$ cat config.mk
export PLATFORM = sky130hd
export DESIGN_NAME = forwarding_unit_flat
export DESIGN_NICKNAME = d
export VERILOG_FILES = /design/src/rtl/forwarding_unit_if.sv /design/src/rtl/forwarding_unit.sv /design/src/flat_wrapper.sv
export SDC_FILE = /design/constraint.sdc
export NUM_CORES = 1
export LEC_CHECK = 0
export CAP_MARGIN = 25
export CORE_AREA = 2 2 39 41
export DETAILED_ROUTE_END_ITERATION = 16
export DIE_AREA = 0 0 41 43
export GPL_ROUTABILITY_DRIVEN = 1
export MAX_ROUTING_LAYER = met4
export PLACE_DENSITY = 0.74
export SETUP_SLACK_MARGIN = 0.3
export SYNTH_ARGS = -nofsm -noshare
export SYNTH_HDL_FRONTEND = slang
export SYNTH_SLANG_ARGS = --single-unit
$ cat constraint.sdc
create_clock -name clk -period 3.3 [get_ports clk]
set_input_delay 0.66 -clock clk [delete_from_list [all_inputs] [get_ports clk]]
set_output_delay 0.66 -clock clk [all_outputs]
set_load 0.005 [all_outputs]
$ cat src/rtl/forwarding_unit_if.sv
// rtl/forwarding_unit_if.sv - ID instruction input and EX/MEM stage and forward outputs of the forwarding unit
interface forwarding_unit_if;
  logic [15:0] iInstruction;
  logic [5:0]  oInstr_EX;
  logic [5:0]  oInstr_MEM;
  logic        oForwardA_EX;
  logic        oForwardA_MEM;
  logic        oForwardB_EX;
  logic        oForwardB_MEM;

  modport master (
    output iInstruction,
    input  oInstr_EX, oInstr_MEM,
    input  oForwardA_EX, oForwardA_MEM, oForwardB_EX, oForwardB_MEM
  );

  modport slave (
    input  iInstruction,
    output oInstr_EX, oInstr_MEM,
    output oForwardA_EX, oForwardA_MEM, oForwardB_EX, oForwardB_MEM
  );
endinterface

$ cat src/rtl/forwarding_unit.sv
// rtl/forwarding_unit.sv - two-stage opcode pipeline with accumulator A/B forwarding detection
module forwarding_unit (
  input  logic               clk,
  input  logic               reset_n,
  forwarding_unit_if.slave   bus
);

  localparam logic [1:0] CLS_NOP   = 2'b00;
  localparam logic [1:0] CLS_ALU   = 2'b01;
  localparam logic [1:0] CLS_LOAD  = 2'b10;
  localparam logic [1:0] CLS_STORE = 2'b11;

  logic [5:0] r_instr_ex;
  logic [5:0] r_instr_mem;
  logic [5:0] w_instr_id;

  logic w_id_reads_a;
  logic w_id_reads_b;
  logic w_ex_writes_a;
  logic w_ex_writes_b;
  logic w_mem_writes_a;
  logic w_mem_writes_b;

  function automatic logic f_writes(input logic [5:0] f, input logic reg_sel);
    f_writes = ((f[5:4] == CLS_ALU) || (f[5:4] == CLS_LOAD)) && (f[0] == reg_sel);
  endfunction

  function automatic logic f_reads(input logic [5:0] f, input logic reg_sel);
    f_reads = ((f[5:4] == CLS_ALU) || (f[5:4] == CLS_STORE)) && (f[0] == reg_sel);
  endfunction

  assign w_instr_id = bus.iInstruction[15:10];

  // Async clear makes the stages read as NOP the moment reset asserts.
  always_ff @(posedge clk or negedge reset_n) begin
    if (!reset_n) begin
      r_instr_ex  <= 6'b000000;
      r_instr_mem <= 6'b000000;
    end else begin
      r_instr_ex  <= w_instr_id;
      r_instr_mem <= r_instr_ex;
    end
  end

  assign w_id_reads_a   = f_reads(w_instr_id, 1'b0);
  assign w_id_reads_b   = f_reads(w_instr_id, 1'b1);
  assign w_ex_writes_a  = f_writes(r_instr_ex, 1'b0);
  assign w_ex_writes_b  = f_writes(r_instr_ex, 1'b1);
  assign w_mem_writes_a = f_writes(r_instr_mem, 1'b0);
  assign w_mem_writes_b = f_writes(r_instr_mem, 1'b1);

  // The EX copy is younger, so it shadows any MEM writer of the same register.
  assign bus.oForwardA_EX  = w_id_reads_a & w_ex_writes_a;
  assign bus.oForwardA_MEM = w_id_reads_a & w_mem_writes_a & ~w_ex_writes_a;
  assign bus.oForwardB_EX  = w_id_reads_b & w_ex_writes_b;
  assign bus.oForwardB_MEM = w_id_reads_b & w_mem_writes_b & ~w_ex_writes_b;

  assign bus.oInstr_EX  = r_instr_ex;
  assign bus.oInstr_MEM = r_instr_mem;

endmodule

$ cat src/flat_wrapper.sv
// flat-port wrapper written by rule: the top's interface ports become plain ports
module forwarding_unit_flat 
  (clk, reset_n, bus_iInstruction, bus_oInstr_EX, bus_oInstr_MEM, bus_oForwardA_EX, bus_oForwardA_MEM, bus_oForwardB_EX, bus_oForwardB_MEM);
  forwarding_unit_if bus_i ();
  input  logic clk;
  input  logic reset_n;
  input wire logic [$bits(bus_i.iInstruction)-1:0] bus_iInstruction;
  output wire logic [$bits(bus_i.oInstr_EX)-1:0] bus_oInstr_EX;
  output wire logic [$bits(bus_i.oInstr_MEM)-1:0] bus_oInstr_MEM;
  output wire logic [$bits(bus_i.oForwardA_EX)-1:0] bus_oForwardA_EX;
  output wire logic [$bits(bus_i.oForwardA_MEM)-1:0] bus_oForwardA_MEM;
  output wire logic [$bits(bus_i.oForwardB_EX)-1:0] bus_oForwardB_EX;
  output wire logic [$bits(bus_i.oForwardB_MEM)-1:0] bus_oForwardB_MEM;
  assign bus_i.iInstruction = bus_iInstruction;
  assign bus_oInstr_EX = bus_i.oInstr_EX;
  assign bus_oInstr_MEM = bus_i.oInstr_MEM;
  assign bus_oForwardA_EX = bus_i.oForwardA_EX;
  assign bus_oForwardA_MEM = bus_i.oForwardA_MEM;
  assign bus_oForwardB_EX = bus_i.oForwardB_EX;
  assign bus_oForwardB_MEM = bus_i.oForwardB_MEM;
  forwarding_unit u_core (.clk(clk), .reset_n(reset_n), .bus(bus_i));
endmodule
==> metrics.md <==
| Metric | Value |
|---|---|
| Routed WL | 754 um |
| Port bufs | 23 |
| Setup crit end kind | primary output |
| Area Growth Syn to Fin | 76.8% |
| Synthesized instance count | 21 |
| Max cap viols | 0 |
| Chip Width | 41 um |
| Final period utilization | 0.833 |
| CP Data Required Time | about 2.6 ns |
| Clk root buf | clkbuf_4 |
| Share of the synthesized area in the top cell type | 0.805 |
| Count of state elements after synthesis | 12 |
| Drc violations | 0 |
| RSZ-0062 raised after global routing | no |
| Met2 WL post-DR | about 330 um |
| Max FO, Critical Path | 4 |
| Grt ovf | 0 |
| Post-CTS setup buffers | 0 |
| Largest net degree at the start of global routing | 13 |
| Clk sinks | 12 |
| Worst-margin pin slew | slightly above 0.5 ns |
| Pleak | 0.000270 uW |
| Post-CTS sizing | 0 |
| Startpoint types | input pin |
| Vias per cell | between 4 and 5 |
| Final setup violation count | 0 |
| Die H | 43 um |
| Routed Antenna Nets | 0 |
| PwrDens | 468 mW/mm^2 |
| DP HPWL | 622 um |
| TritonRoute pass-1 iters | 2 |
| Core Box Area | 0.00138 sq mm |
| Max layer used | met4 |
| TritonCTS Buffers | 3 |
| Number of flops mapped to enable cells by yosys | 0 |
| Hold Path Class | reg2reg |
| CTS Buffer Depth | 2 |
| DRT iter0 DRCs | 4 |
| Met1 WL | 287 um |
| Antenna violations before repair | 0 |
| Diodes inserted | 0 |
| Status | completed |
| Rows | 14 |
| Post-synth top area cell | dfrtp_1 |
| Fraction of registers with async set/reset | 1.00 |
| Top cells by area, synth | dfrtp_1 81%, a2111oi_2 4.0%, and4_2 2.7% |
| Placement-stage worst setup slack | 0.549 ns |
| # H-tree levels | 1 |
| Finished Cell Area | between 600 and 700 sq um |
| Met3 Wirelength | 124 um |
| Clock slew at reported path FFs | 0.07 ns |
| Type of the worst setup path | in2out |
| Worst hold stages | 0 |
| Placed Cells | 60 |
| Fin Clk Skew | 0.00214 ns |
| Final min period | 2.75 ns |
| CTS tree | yes |
| Setup TNS | 0 ns |
| R2r worst-path depth | 0 |
| Post-DP Area | 623 sq um |
| Max-slew violations | 0 |
| Count of cell types in the netlist | 10 |
| Die ar. | 0.00176 sq mm |
| Synth Flop Type | dfrtp_1 |
| Average size of a mapped cell | 17.8 sq um |
| Final hold vios | 0 |
| Fmax achieved | 364 MHz |
| Initial core utilization | 0.269 |
| GRT Util Overall | 0.102 |
| First-pass GRT wire length | around 1100 um |
| Routability cong. | 0.606 |
| Layout cells sized above 1 | 0.125 |
| Num ports | 34 |
| WL per Instance | 11.8 um |
| Via count | 278 |
| Syn Nets | 39 |
| Finished Layout Cells | 64 |
| # nets final | 67 |
| Mapped Area | about 370 sq um |
| Number of global-route vias before repair | 283 |
| Seq/Total Area, Yosys | 0.805 |
| Count leader, synth | dfrtp_1 |
| Slew HR | 0.662 |
| PnR worst setup slack | 0.549 ns |
| Crit path DAT | 2.09 ns |
| Maximum vdd drop | 0.226 mV |
| Hold-fix buffers at CTS | 0 |
| Clock latency on the worst-skew pair | 0.26 ns |
| Yosys warnings | 0 |
==> worst max-delay path, cell delays in order <==
cell and delay [ns]:
clkdlybuf4s50_1 0.46, nand2b_1 0.20, a2111oi_2 0.21, clkdlybuf4s50_1 0.56
==> final cells by class <==
class | count | area (sq um)
Clock buffer | 4 | 36.3
Timing Repair Buffer | 23 | 230
Multi-Input combinational cell | 8 | 68.8
Fill cell | 145 | 724
Sequential cell | 12 | 300
Tap cell | 16 | 20.0
Inverter | 1 | 3.75
==> path summary, 6_finish.rpt <==
kind,start,end,slack [ns]
max,bus_iInstruction[10],bus_oForwardA_MEM,0.55
min,u_core.bus.oInstr_EX[3],u_core.bus.oInstr_MEM[3],0.38
max reg2reg,u_core.bus.oInstr_EX[0],u_core.bus.oInstr_MEM[0],2.73
min reg2reg,u_core.bus.oInstr_EX[3],u_core.bus.oInstr_MEM[3],0.38
max in group asynchronous,reset_n,u_core.bus.oInstr_MEM[4],2.23
min in group asynchronous,reset_n,u_core.bus.oInstr_EX[2],0.73
==> cells in the final DEF (no fill, tap or decap) <==
cell             count
clkdlybuf4s50_1     23
xnor2_1              1
nand2b_1             1
clkbuf_8             1
a211oi_1             1
clkbuf_4             3
nor3b_1              1
a2111oi_2            1
xor2_1               1
nand3_1              1
and4_2               1
dfrtp_1             12
inv_1                1
==> per-stage QoR <==
step | hold slack [ns] | utilization | total power (uW)
2_1_floorplan | 0.364 | - | 169
3_3_place_gp | 0.367 | 0.450 | 200
3_5_place_dp | 0.365 | 0.450 | 200
4_1_cts | 0.385 | 0.476 | 314
5_1_grt | 0.404 | 0.476 | 326
6_report | 0.384 | 0.476 | 309
==> where the power goes <==
| part | internal, uW | switching, uW |
|---|---|---|
| Sequential | 154 | 5.06 |
| Clock | 67.0 | 44.9 |
| Combinational | 24.9 | 12.3 |
| Total | 246 | 62.3 |
==> flip-flops by register name, summed over array words and instances (netlist names) <==
name	cells
u_core.bus.oInstr_EX	6
u_core.bus.oInstr_MEM	6
==> layer usage <==
layer	track usage	vias up
li1	-	126
met4	0.0600	0
met3	0.0471	2
met2	0.153	26
met5	-	-
met1	0.104	124
==> cells by family after synthesis <==
group	Yosys count	share of synthesized area
buf+inv	1	0.0101
simple gates	4	0.0772
flops	12	0.805
compound gates	2	0.0604
xor+xnor	2	0.0470
Power figures use the tool's default switching activity.
==> patch 1 (same flow settings) <==
`r_instr_mem` no longer has a reset.
--- a/src/rtl/forwarding_unit.sv
+++ b/src/rtl/forwarding_unit.sv
@@ -37,7 +37,9 @@
       r_instr_ex  <= 6'b000000;
-      r_instr_mem <= 6'b000000;
     end else begin
       r_instr_ex  <= w_instr_id;
-      r_instr_mem <= r_instr_ex;
     end
+  end
+
+  always_ff @(posedge clk) begin
+    r_instr_mem <= r_instr_ex;
   end
Function: differs if reset_n is asserted again (counterexample within 4 cycles, from zero or initial values and one cycle with reset_n low); with reset_n held inactive, the same outputs for 10 cycles.
==> patch 1 against the unedited design <==
- wire length grew 2.1%
- sequential cell count is the same
- design area shrank 4.6%
- critical path depth is the same
- worst setup slack lost 0.036 ns
- utilization shrank 2.2 points
- sequential share of layout area shrank 2.6 points
- global-route usage grew 0.22 points
- clock power is essentially flat
- total power shrank 0.53%
- area after synthesis shrank 8.1%
==> patch 1: results (changes against the unedited design) <==
- Antenna diodes: 0 (unchanged)
- Iter 0 DRT Violations: 1 (was 4)
- Global-route wire length before repair: 1124 um (was 1131 um)
- Routed length on met3: 133 um (was 124 um)
- Via density: 4.344 (unchanged)
- GR Util met2: 0.1438 (was 0.1531)
- # resized after CTS: 0 (unchanged)
- GRT met1 Usage: 0.1111 (was 0.1042)
- Wl on met1: 288 um (was 287 um)
- Worst-path clk slew: 0.07 ns (about the same)
- Worst hold start: u_core.bus.oInstr_EX[2]$_DFF_PN0_ (was u_core.bus.oInstr_EX[3]$_DFF_PN0_)
- GRT Total Usage: 0.1044 (was 0.1022)
- Clock power share: 0.366 (was 0.363)
- NetSw: 0.00006152 W (was 0.00006233 W)
- GPL Wtd Cong: 0.5863 (was 0.6060)
- FFs w/ async S/R, synth: 0.5000 (was 1.000)
- Slew HR: 0.7984 (was 0.6619)
- Final cell count without fillers: 64 (unchanged)
- GR Util met3: 0.06283 (was 0.04712)
- Leakage power: 0.2509 nW (was 0.2702 nW)
- Unique masters post-synth: 11 (was 10)
- Register area share after synthesis: 0.7883 (was 0.8054)
- PortBufs: 23 (unchanged)
- Largest net degree at the start of global routing: 8 (was 13)
- Filler Cells Inserted: 145 (unchanged)
- DR WL met2: 349 um (was 327 um)
- Setup ws final: 0.5134 ns (was 0.5495 ns)
- CP arrival: 2.13 ns (was 2.09 ns)
- Max VDD drop: 0.2293 mV (was 0.2264 mV)
- Worst Hold Path EP: u_core.bus.oInstr_MEM[2]$_DFF_P_ (was u_core.bus.oInstr_MEM[3]$_DFF_PN0_)
- Hpwl dp: 634.1 um (was 621.5 um)
- WL final: 770 um (was 754 um)
- Top layer in use: met3 (was met4)
- End of the worst register-to-register path: u_core.bus.oInstr_MEM[0]$_DFF_P_ (was u_core.bus.oInstr_MEM[0]$_DFF_PN0_)
- Worst Skew: 0.003607 ns (was 0.002144 ns)
- Combinational power: 0.0000364 W (was 0.0000372 W)
- Combinational share of power: 0.118 (was 0.121)
- Largest cells by area after synthesis: dfrtp_1, dfxtp_1, a2111oi_2 (was dfrtp_1, a2111oi_2, and4_2)
- Final Hold Slack: 0.3758 ns (was 0.3836 ns)
- CTS Buffer Depth: 2 (unchanged)
- Crit Path Max Fanout: 4 (unchanged)
- Synth Area in Compound Gates: 0.06569 (was 0.06040)
- Placed cell areas: 593.1 um^2 (was 623.1 um^2)
- Top FF cell, synth: dfxtp_1 (was dfrtp_1)
- Vias in the first global route: 261 (was 283)
- Status: complete, no violations (unchanged)
- Post-Synth XOR/XNOR Area: 0.05109 (was 0.04698)
## patch 1: area by class of cell
type                    count  area (um^2)  share of cell area
clock buffers               4        36.28             0.05765
inverters                   1        3.754            0.005964
multi-input cells           8        68.82              0.1093
flip-flops and latches     12        270.3              0.4294
well taps                  16        20.02             0.03181
repair buffers             23        230.2              0.3658
## patch 1: how the worst max path moves through the flow
| stage | startpoint | to | cells after the start |
|---|---|---|---|
| after floorplan | bus_iInstruction[10] | bus_oForwardA_MEM | 2 |
| after global placement | bus_iInstruction[10] | bus_oForwardA_EX | 4 |
| after detailed placement | bus_iInstruction[10] | bus_oForwardA_MEM | 4 |
| after CTS | bus_iInstruction[10] | bus_oForwardA_MEM | 4 |
| after global routing | bus_iInstruction[10] | bus_oForwardA_MEM | 4 |
| final | bus_iInstruction[10] | bus_oForwardA_MEM | 4 |
## patch 1: worst max-delay path: stages
cell             delay, ns
clkdlybuf4s50_1       0.46
nand2b_1              0.20
a2111oi_2             0.24
clkdlybuf4s50_1       0.57
==> patch 2 (same flow settings) <==
Made on the original files. Make the reset (`reset_n`) synchronous in one clocked block. Comments in the files are not updated.
--- a/src/rtl/forwarding_unit.sv
+++ b/src/rtl/forwarding_unit.sv
@@ -34,3 +34,3 @@
   // Async clear makes the stages read as NOP the moment reset asserts.
-  always_ff @(posedge clk or negedge reset_n) begin
+  always_ff @(posedge clk) begin
     if (!reset_n) begin
Behaviour: differs if reset_n is asserted again (counterexample within 4 cycles, from zero or initial values and one cycle with reset_n low); with reset_n held inactive, the same outputs for 10 cycles.
==> patch 2 against the unedited design <==
- via count grew 10%
- critical path depth is the same
- wire length shrank 1.3%
- utilization grew 1.2 points
- sequential cell count is the same
- synthesized cell count grew 62%
- area after synthesis grew 5.4%
- total power shrank 1.4%
- worst setup slack gained 0.026 ns
- non-clock buffer count is the same
- combinational power shrank 3%
- design area grew 2.5%
- critical endpoint is now bus_oForwardA_EX
- largest power group unchanged
==> patch 2: results (changes against the unedited design) <==
- Status: complete, no violations (unchanged)
- Combinational power: 0.0000361 W (was 0.0000372 W)
- GR Overflow Total: 0 (unchanged)
- Via density: 4.026 (was 4.344)
- Layout cells sized above 1: 0.1167 (was 0.1250)
- Filler Cells Inserted: 149 (was 145)
- First drt pass iteration count: 4 (was 2)
- FFs w/ async S/R, synth: 0 (was 1.000)
- Reg-to-reg setup timing slack: 2.69 ns (was 2.73 ns)
- Clock power share: 0.369 (was 0.363)
- Worst-path clk slew: 0.07 ns (about the same)
- Placed cell areas: 639.4 um^2 (was 623.1 um^2)
- Antenna diodes: 0 (unchanged)
- Top post-synthesis cells by count: dfxtp_1, and2_1
- Top FF cell, synth: dfxtp_1 (was dfrtp_1)
- Wire per inst: 9.789 um (was 11.78 um)
- Leakage power: 0.2568 nW (was 0.2702 nW)
- GRT Total Usage: 0.1048 (was 0.1022)
- Unique masters post-synth: 13 (was 10)
- Worst hold start: u_core.bus.oInstr_EX[1]$_SDFF_PN0_ (was u_core.bus.oInstr_EX[3]$_DFF_PN0_)
- Worst Hold Depth: 1 (was 0)
- Design Power: 0.0003042 W (was 0.0003086 W)
- Worst Tran Pin Value: 0.3111 ns (was 0.5056 ns)
- CP arrival: 2.06 ns (was 2.09 ns)
- Worst Hold Class: flip-flop to flip-flop (unchanged)
- GR Util met2: 0.1438 (was 0.1531)
- Global-route wire length before repair: 1145 um (was 1131 um)
- Clk root buf: clkbuf_4 (unchanged)
- Vias in the first global route: 277 (was 283)
- CTS Buffer Depth: 2 (unchanged)
- GR Util met3: 0.03141 (was 0.04712)
- Top layer in use: met3 (was met4)
- Wl on met1: 338 um (was 287 um)
- Max VDD drop: 0.2799 mV (was 0.2264 mV)
- Worst Skew: 0.001941 ns (was 0.002144 ns)
- Worst flop-to-flop path startpoint: u_core.bus.oInstr_EX[0]$_SDFF_PN0_ (was u_core.bus.oInstr_EX[0]$_DFF_PN0_)
- Post-synthesis net count: 52 (was 39)
- Largest cells by area after synthesis: dfxtp_1, and2_1, a2111oi_2 (was dfrtp_1, a2111oi_2, and4_2)
- GRT met1 Usage: 0.1122 (was 0.1042)
- Cts bufs inserted: 3 (unchanged)
- DRC: 0 (unchanged)
- Int Power: 0.0002439 W (was 0.0002463 W)
- Register area share after synthesis: 0.6115 (was 0.8054)
- Worst reg-to-reg path cell count: 1 (was 0)
- Min Tclk post-route: 2.724 ns (was 2.751 ns)
- Routed length on met3: 34 um (was 124 um)
- # nets final: 79 (was 67)
- Place WS: 0.5690 ns (was 0.5495 ns)
- GPL Wtd Cong: 0.6369 (was 0.6060)
- DR WL met2: 371 um (was 327 um)
- Iter 0 DRT Violations: 3 (was 4)
- End of the worst register-to-register path: u_core.bus.oInstr_MEM[0]$_SDFF_PN0_ (was u_core.bus.oInstr_MEM[0]$_DFF_PN0_)
- Ys Warns: 0 (unchanged)
- Setup crit end: bus_oForwardA_EX (was bus_oForwardA_MEM)
- Largest net degree at the start of global routing: 13 (unchanged)
- Worst Hold Path EP: u_core.bus.oInstr_MEM[1]$_SDFF_PN0_ (was u_core.bus.oInstr_MEM[3]$_DFF_PN0_)
patch 2: final cells by class:
type	count	area, um^2	area share
tap	16	20.02	0.02963
multi-input combinational	20	145.1	0.2148
sequential	12	240.2	0.3556
clock buffer	4	36.28	0.05370
timing repair buffer	23	230.2	0.3407
inverter	1	3.754	0.005556
patch 2: metrics by stage:
stage	std cells	hold WS (ns)	utilization
2_1_floorplan	34	0.4548	-
3_5_place_dp	72	0.4463	0.4620
5_1_grt	76	0.4786	0.4882
4_1_cts	76	0.4661	0.4882
6_report	76	0.4606	0.4882
3_3_place_gp	72	0.4355	0.4620
patch 2: worst max-delay path, stage by stage:
cell             delay [ns]
clkdlybuf4s50_1        0.46
nand2b_1               0.20
nor3b_1                0.21
clkdlybuf4s50_1        0.53
patch 2: cells by family after synthesis:
kind of cell           synth area share
buffers and inverters           0.01909
AND/OR/NAND/NOR                  0.2675
flip-flops                       0.6115
AO/OA/AOI/OAI                   0.05732
XOR/XNOR                        0.04459
